<file path="config.mk">
export PLATFORM = sky130hd
export DESIGN_NAME = ifetch
export DESIGN_NICKNAME = d
export VERILOG_FILES = /design/src/rtl/ifetch.sv
export SDC_FILE = /design/constraint.sdc
export NUM_CORES = 1
export LEC_CHECK = 0
export CAP_MARGIN = 25
export CORE_MARGIN = 2
export CORE_UTILIZATION = 44
export CTS_BUF_LIST = sky130_fd_sc_hd__clkbuf_8 sky130_fd_sc_hd__clkbuf_16
export DETAILED_ROUTE_END_ITERATION = 6
export PLACE_DENSITY = 0.79
export SYNTH_ARGS = -nofsm -noshare
export SYNTH_HDL_FRONTEND = slang
export SYNTH_SLANG_ARGS = --single-unit
</file>
<file path="constraint.sdc">
create_clock -name i_clk -period 8.88 [get_ports i_clk]
set_input_delay 0.888 -clock i_clk [delete_from_list [all_inputs] [get_ports i_clk]]
set_output_delay 0.888 -clock i_clk [all_outputs]
set_load 0.02 [all_outputs]
</file>
<file path="src/rtl/ifetch.sv">
// Instruction fetch unit: issues word-aligned reads to instruction memory,
// buffers {inst, pc} pairs in order and hands them to decode.
module ifetch #(
  parameter int               WIDTH     = 32,
  parameter logic [WIDTH-1:0] RESET_PC  = '0,
  parameter int               BUF_DEPTH = 2
) (
  input  logic             i_clk,
  input  logic             i_reset_n,
  output logic             o_mem_rq,
  output logic             o_rnw,
  output logic [WIDTH-1:0] o_pc,
  input  logic [WIDTH-1:0] i_data,
  input  logic             i_redirect,
  input  logic [WIDTH-1:0] i_redirect_pc,
  output logic             o_inst_valid,
  output logic [WIDTH-1:0] o_inst,
  output logic [WIDTH-1:0] o_inst_pc,
  input  logic             i_inst_ready
);

  localparam int PW = (BUF_DEPTH > 1) ? $clog2(BUF_DEPTH) : 1;
  localparam int CW = PW + 1;
  localparam logic [CW-1:0]    DEPTH_C   = CW'(BUF_DEPTH);
  localparam logic [WIDTH-1:0] ALIGN_RST = {RESET_PC[WIDTH-1:2], 2'b00};

  logic [WIDTH-1:0] pc;
  logic             run;
  logic [WIDTH-1:0] buf_inst [BUF_DEPTH];
  logic [WIDTH-1:0] buf_pc   [BUF_DEPTH];
  logic [PW-1:0]    rd_ptr;
  logic [PW-1:0]    wr_ptr;
  logic [CW-1:0]    count;

  logic push;
  logic pop;

  // Handshakes: a transfer happens at a rising edge where valid and ready are
  // both high; valid never depends combinationally on ready. The memory side
  // is a fixed-latency read: i_data belongs to o_pc in the same cycle.
  // A redirect cancels both the push and the pop of its cycle.
  assign o_mem_rq     = run & (count < DEPTH_C);
  assign o_rnw        = 1'b1;
  assign o_pc         = pc;
  assign o_inst_valid = (count != '0);
  assign o_inst       = buf_inst[rd_ptr];
  assign o_inst_pc    = buf_pc[rd_ptr];

  assign push = o_mem_rq & ~i_redirect;
  assign pop  = o_inst_valid & i_inst_ready & ~i_redirect;

  always_ff @(posedge i_clk) begin
    if (!i_reset_n) begin
      pc     <= ALIGN_RST;
      run    <= 1'b0;
      rd_ptr <= '0;
      wr_ptr <= '0;
      count  <= '0;
      for (int i = 0; i < BUF_DEPTH; i++) begin
        buf_inst[i] <= '0;
        buf_pc[i]   <= '0;
      end
    end else begin
      run <= 1'b1;
      if (i_redirect) begin
        // Wrong-path entries are dropped by collapsing the read pointer.
        count  <= '0;
        rd_ptr <= wr_ptr;
        pc     <= {i_redirect_pc[WIDTH-1:2], 2'b00};
      end else begin
        if (push) begin
          buf_inst[wr_ptr] <= i_data;
          buf_pc[wr_ptr]   <= pc;
          wr_ptr           <= wr_ptr + 1'b1;
          pc               <= pc + WIDTH'(4);
        end
        if (pop) begin
          rd_ptr <= rd_ptr + 1'b1;
        end
        case ({push, pop})
          2'b10:   count <= count + 1'b1;
          2'b01:   count <= count - 1'b1;
          default: count <= count;
        endcase
      end
    end
  end

endmodule

</file>
-- Word-level counts from Yosys, hierarchy flattened
Memories as Yosys holds them, arrays and structs flattened. A register that Yosys moved wholly into a read port is not among the register bits.
Index checks and enable logic that the tools add are counted.
W data, S select, Z words.
- flip-flop bits (word level): 37
- output and inout port bits: 99
- input port bits: 68
- memory bits (writable): 128
- memories kept: 2
- logic and storage cells: 51
- bitwise gates (word level): 6
- equal/unequal tests: 2
- magnitude comparators: 1
- muxes and demuxes: 21
- add/sub/neg operators: 5
- reduce and logical (&&, ||, !) cells: 8
- memory list (memory ; words ; width ; read ports ; clocked after memory_dff ; write ports ; RTL line ; text):
    buf_inst ; 2 ; 32 ; 1 ; 1 ; 2 ; 29 ; logic [WIDTH-1:0] buf_inst [BUF_DEPTH];
    buf_pc ; 2 ; 32 ; 1 ; 1 ; 2 ; 30 ; logic [WIDTH-1:0] buf_pc [BUF_DEPTH];
- operators with widths (kind ; number):
    $mux W32 ; 4
    $reduce_or A32 Y1 ; 2
    $add A32 B3 Y32 const B ; 1
    $mux W1 ; 16
    $reduce_bool A2 Y1 ; 4
    $and A1 B1 Y1 ; 4
    $pmux W2 S2 ; 1
    $add A1 B1 Y1 const B ; 2
    $add A2 B1 Y2 const B ; 1
    $eq A2 B1 Y1 const B ; 1
    $eq A2 B2 Y1 const B ; 1
    $lt A2 B2 Y1 const B ; 1
    $not A1 Y1 ; 2
    $reduce_and A2 Y1 ; 1
    $reduce_or A2 Y1 ; 1
    $sub A2 B1 Y2 const B ; 1

-- Longest topological paths before layout
- depth in word-level cells: 9
- mapped depth: 7
- gate-level depth less buffers: 7

-- Worst setup path after synthesis
No wires, ideal clock.
- kind: input-to-reg
- from: input port i_redirect
- to: memory buf_inst[0][0] (enable)
- required time: 8.312 ns
- path buffers: 0
- cell stages on the path: 3
- library setup time: 0.568 ns
- arrival: 5.498 ns
- setup slack: 2.814 ns
- path through: inv_1 > nand2_1 > o21ai_0
- RTL lines (what ; RTL line ; text):
    from (decl) ; 14 ; input logic i_redirect,
    to (decl) ; 29 ;

==> flow_summary.json <==
{
  "ys_dominant_reg_cell": "edfxtp_1",
  "final-max-slew-violation-count": 0,
  "post_synthesis_cells": 587,
  "ys_warn_count": 0,
  "powerDensity_nw_per_um2": 192,
  "final_layout_size_suffix_gt1_frac": 0.149,
  "grt_use_total": 0.195,
  "worstSetupPathType": "in -> reg",
  "required_ps": 8920,
  "transition_time_of_the_tightest_slew_check_pin_ps": 1010,
  "dieArea_um2": 17800,
  "postSynthAreaPerCell_um2": 12.6,
  "fin_worst_skew_ps": 6.18,
  "commonest_cells_after_routing_fill_and_taps_aside": "159 x clkdlybuf4s50_1, 124 x edfxtp_1, 121 x and2_1",
  "cp_slowest_stage_delay_ps": 710,
  "placed_cells_incl_taps": 934,
  "clock_sink_count": 160,
  "via_count": 5220,
  "antenna_violations_before_repair": 0,
  "route.detailed.drc": 0,
  "drt_antenna_net_count": 0,
  "synthDistinctLibCells": 48,
  "globalRouteMet1Util": 0.240,
  "synth_enable_flop_cells": 124,
  "global_route.usage.met3": 0.0613,
  "port-buffer-count": 159,
  "nets": 804,
  "post_synth_instance_area_um2": 7370,
  "status": "finished, final reports clean",
  "drt-wirelength-per-cell_um": 17.8,
  "finish.cell_count_without_fillers": 967,
  "grt_start_max_net_pins": 64,
  "drt_wl_total_mm": 17.2,
  "detailedRoute.firstPassIterationCount": 5,
  "grt-busiest-layer": "met2",
  "timing.final.setup_violations": 0,
  "initial_utilization": 0.447,
  "end_kind": "flop",
  "clockRootBuffer": "clkbuf_16",
  "grt_overflow_total": 0,
  "use_met2": 0.324,
  "ctsLongestPathBuffers": 2,
  "ys_seq_elements": 160,
  "postSynth.asyncResetShare": 0,
  "grt_setup_unrepaired": "false",
  "power_leakage_uw": 0.00359,
  "insertedDiodeCount": 0,
  "layout_min_cycle_time_ps": 3560,
  "area_growth_pct": 32.4,
  "postCtsSetupRepairBufs": 0,
  "worst_slew_margin_rel": 0.321,
  "critical_path_cell_by_cell": "clkdlybuf4s50_1, buf_4, nor2b_1, and3_2, buf_12, nand2b_4",
  "detailedPlace.worstSlack_ps": 4540,
  "crit_family": "simple AND/OR/NAND/NOR gates",
  "path_clk_slew_ps": 60,
  "clock_insertion_delay_worst_skew_ps": 420,
  "grt_pass1_vias": 5175,
  "setup_tns_ps": 0,
  "postCtsHoldBufs": 0,
  "die-height_um": 133,
  "floorplan.die.width_um": 133,
  "final_count_of_hold_timing_violations": 0,
  "tritoncts": "done",
  "worst-path-buf-inv": 3,
  "min-delay-path-class": "reg -> reg",
  "row_count": 47,
  "htree_num_levels": 4,
  "vias_per_cell": 5.40,
  "final.setup.worst_slack_ps": 5320,
  "floorplan.core_area_um2": 16500,
  "critical_path_peak_fanout": 62,
  "num_cts_buffers": 17,
  "maxClockFrequency_mhz": 281,
  "mostFrequentLayoutCell": "clkdlybuf4s50_1",
  "drv.max_cap_violation_count": 0,
  "cells_resized_by_post_cts_repair": 0,
  "seq_area_frac_synth": 0.603,
  "crit_arrival_ps": 3600,
  "grt_first_pass_wirelength_mm": 26.8,
  "timing.critical_path.from_type": "primary input",
  "dp.final_hpwl_mm": 10.8,
  "master_of_the_slowest_instance_on_the_critical_path": "nand2b_4",
  "io-pin-count": 167,
  "drt_iter0_drc": 481,
  "final.period_utilization": 0.401,
  "routabilityCongestion": 0.845,
  "utilization": 0.593,
  "worst_voltage_drop_across_the_vdd_grid_mv": 0.142
}
==> final cells by class <==
cell class	count	area [µm²]
multi-input cells	383	2760
clock inverters	15	169
repair buffers	166	1660
fillers	1298	6710
clock buffers	17	425
well taps	220	275
inverters	6	22.5
flip-flops and latches	160	4450
==> per-stage QoR <==
| step | hold WS, ps | instance area (µm²) | total power, µW |
|---|---|---|---|
| after floorplan | 494 | 7380 | 1030 |
| after global placement | 526 | 9140 | 1150 |
| after detailed placement | 545 | 9140 | 1160 |
| after CTS | 555 | 9740 | 1890 |
| after global routing | 595 | 9760 | 1940 |
| final | 554 | 9760 | 1880 |
==> worst register-to-register path, cell delays in order, from the launching register on <==
cell	delay, ps
dfxtp_1	350
nand2b_1	330
inv_1	300
and3_2	470
buf_12	260
nand2b_4	720
==> power breakdown <==
group          switching [µW]  internal [µW]  leakage (µW)
Clock                     292            441      0.000291
Combinational             131            131       0.00170
Sequential               31.4            851       0.00160
Total                     455           1420       0.00359
==> synth_stat cells, drive strengths merged (2+ instances only) <==
cell type,count,area (µm²)
a311oi,4,35.0
a211oi,4,30.0
and3,3,18.8
nand2,18,67.6
nor4,11,87.6
nor3,11,55.1
dfxtp,36,721
or2,2,12.5
nand4,12,90.1
nand3,10,50.1
xnor2,10,87.6
and4,7,61.3
or4,2,18.8
nand4b,2,17.5
nor3b,3,22.5
mux2,62,698
o21ai,27,135
and2,121,757
nand2b,9,56.3
inv,5,18.8
ha,2,25.0
a21oi,8,40.0
buf,8,50.1
conb,2,7.51
clkbuf,33,124
a31oi,6,37.5
xor2,4,35.0
o311a,2,20.0
nor2,10,37.5
nor2b,4,25.0
edfxtp,124,3720
o211a,8,80.1
or3,8,50.1
==> per-layer routing <==
layer / up-vias / wire length [µm]
li1: 2431 / -
met1: 2537 / 7180
met2: 228 / 8430
met3: 24 / 1340
met4: 0 / 247
met5: - / 0
==> logic make-up (layout without fill, tap and decap cells) <==
group	Yosys count	count (layout)	synth area share
and+or+nand+nor	235	235	0.196
DFF	160	160	0.603
AOI/OAI and AO/OA	65	65	0.0582
muxes	62	62	0.0948
buffers and inverters	47	204	0.0267
xor gates and xnor gates	14	14	0.0166
adders and majority gates	2	2	0.00340
other	2	5	0.00102
==> flip-flops by register name, indices dropped and copies added (netlist names), named ones only <==
signal / count
rd_ptr: 1
count: 2
buf_pc: 60
o_pc: 30
buf_inst: 64
wr_ptr: 1
run: 1
==> path summary, 6_finish.rpt <==
path,start,endpoint,slack [ps],depth (start not counted)
setup reg to reg,count[1],buf_pc[1][30],6000,5
hold reg to reg,count[1],count[1],550,2
hold / removal,count[1],count[1],550,2
setup / recovery,i_reset_n,buf_pc[1][30],5320,6
No activity file was read; power rests on OpenSTA's default activity.
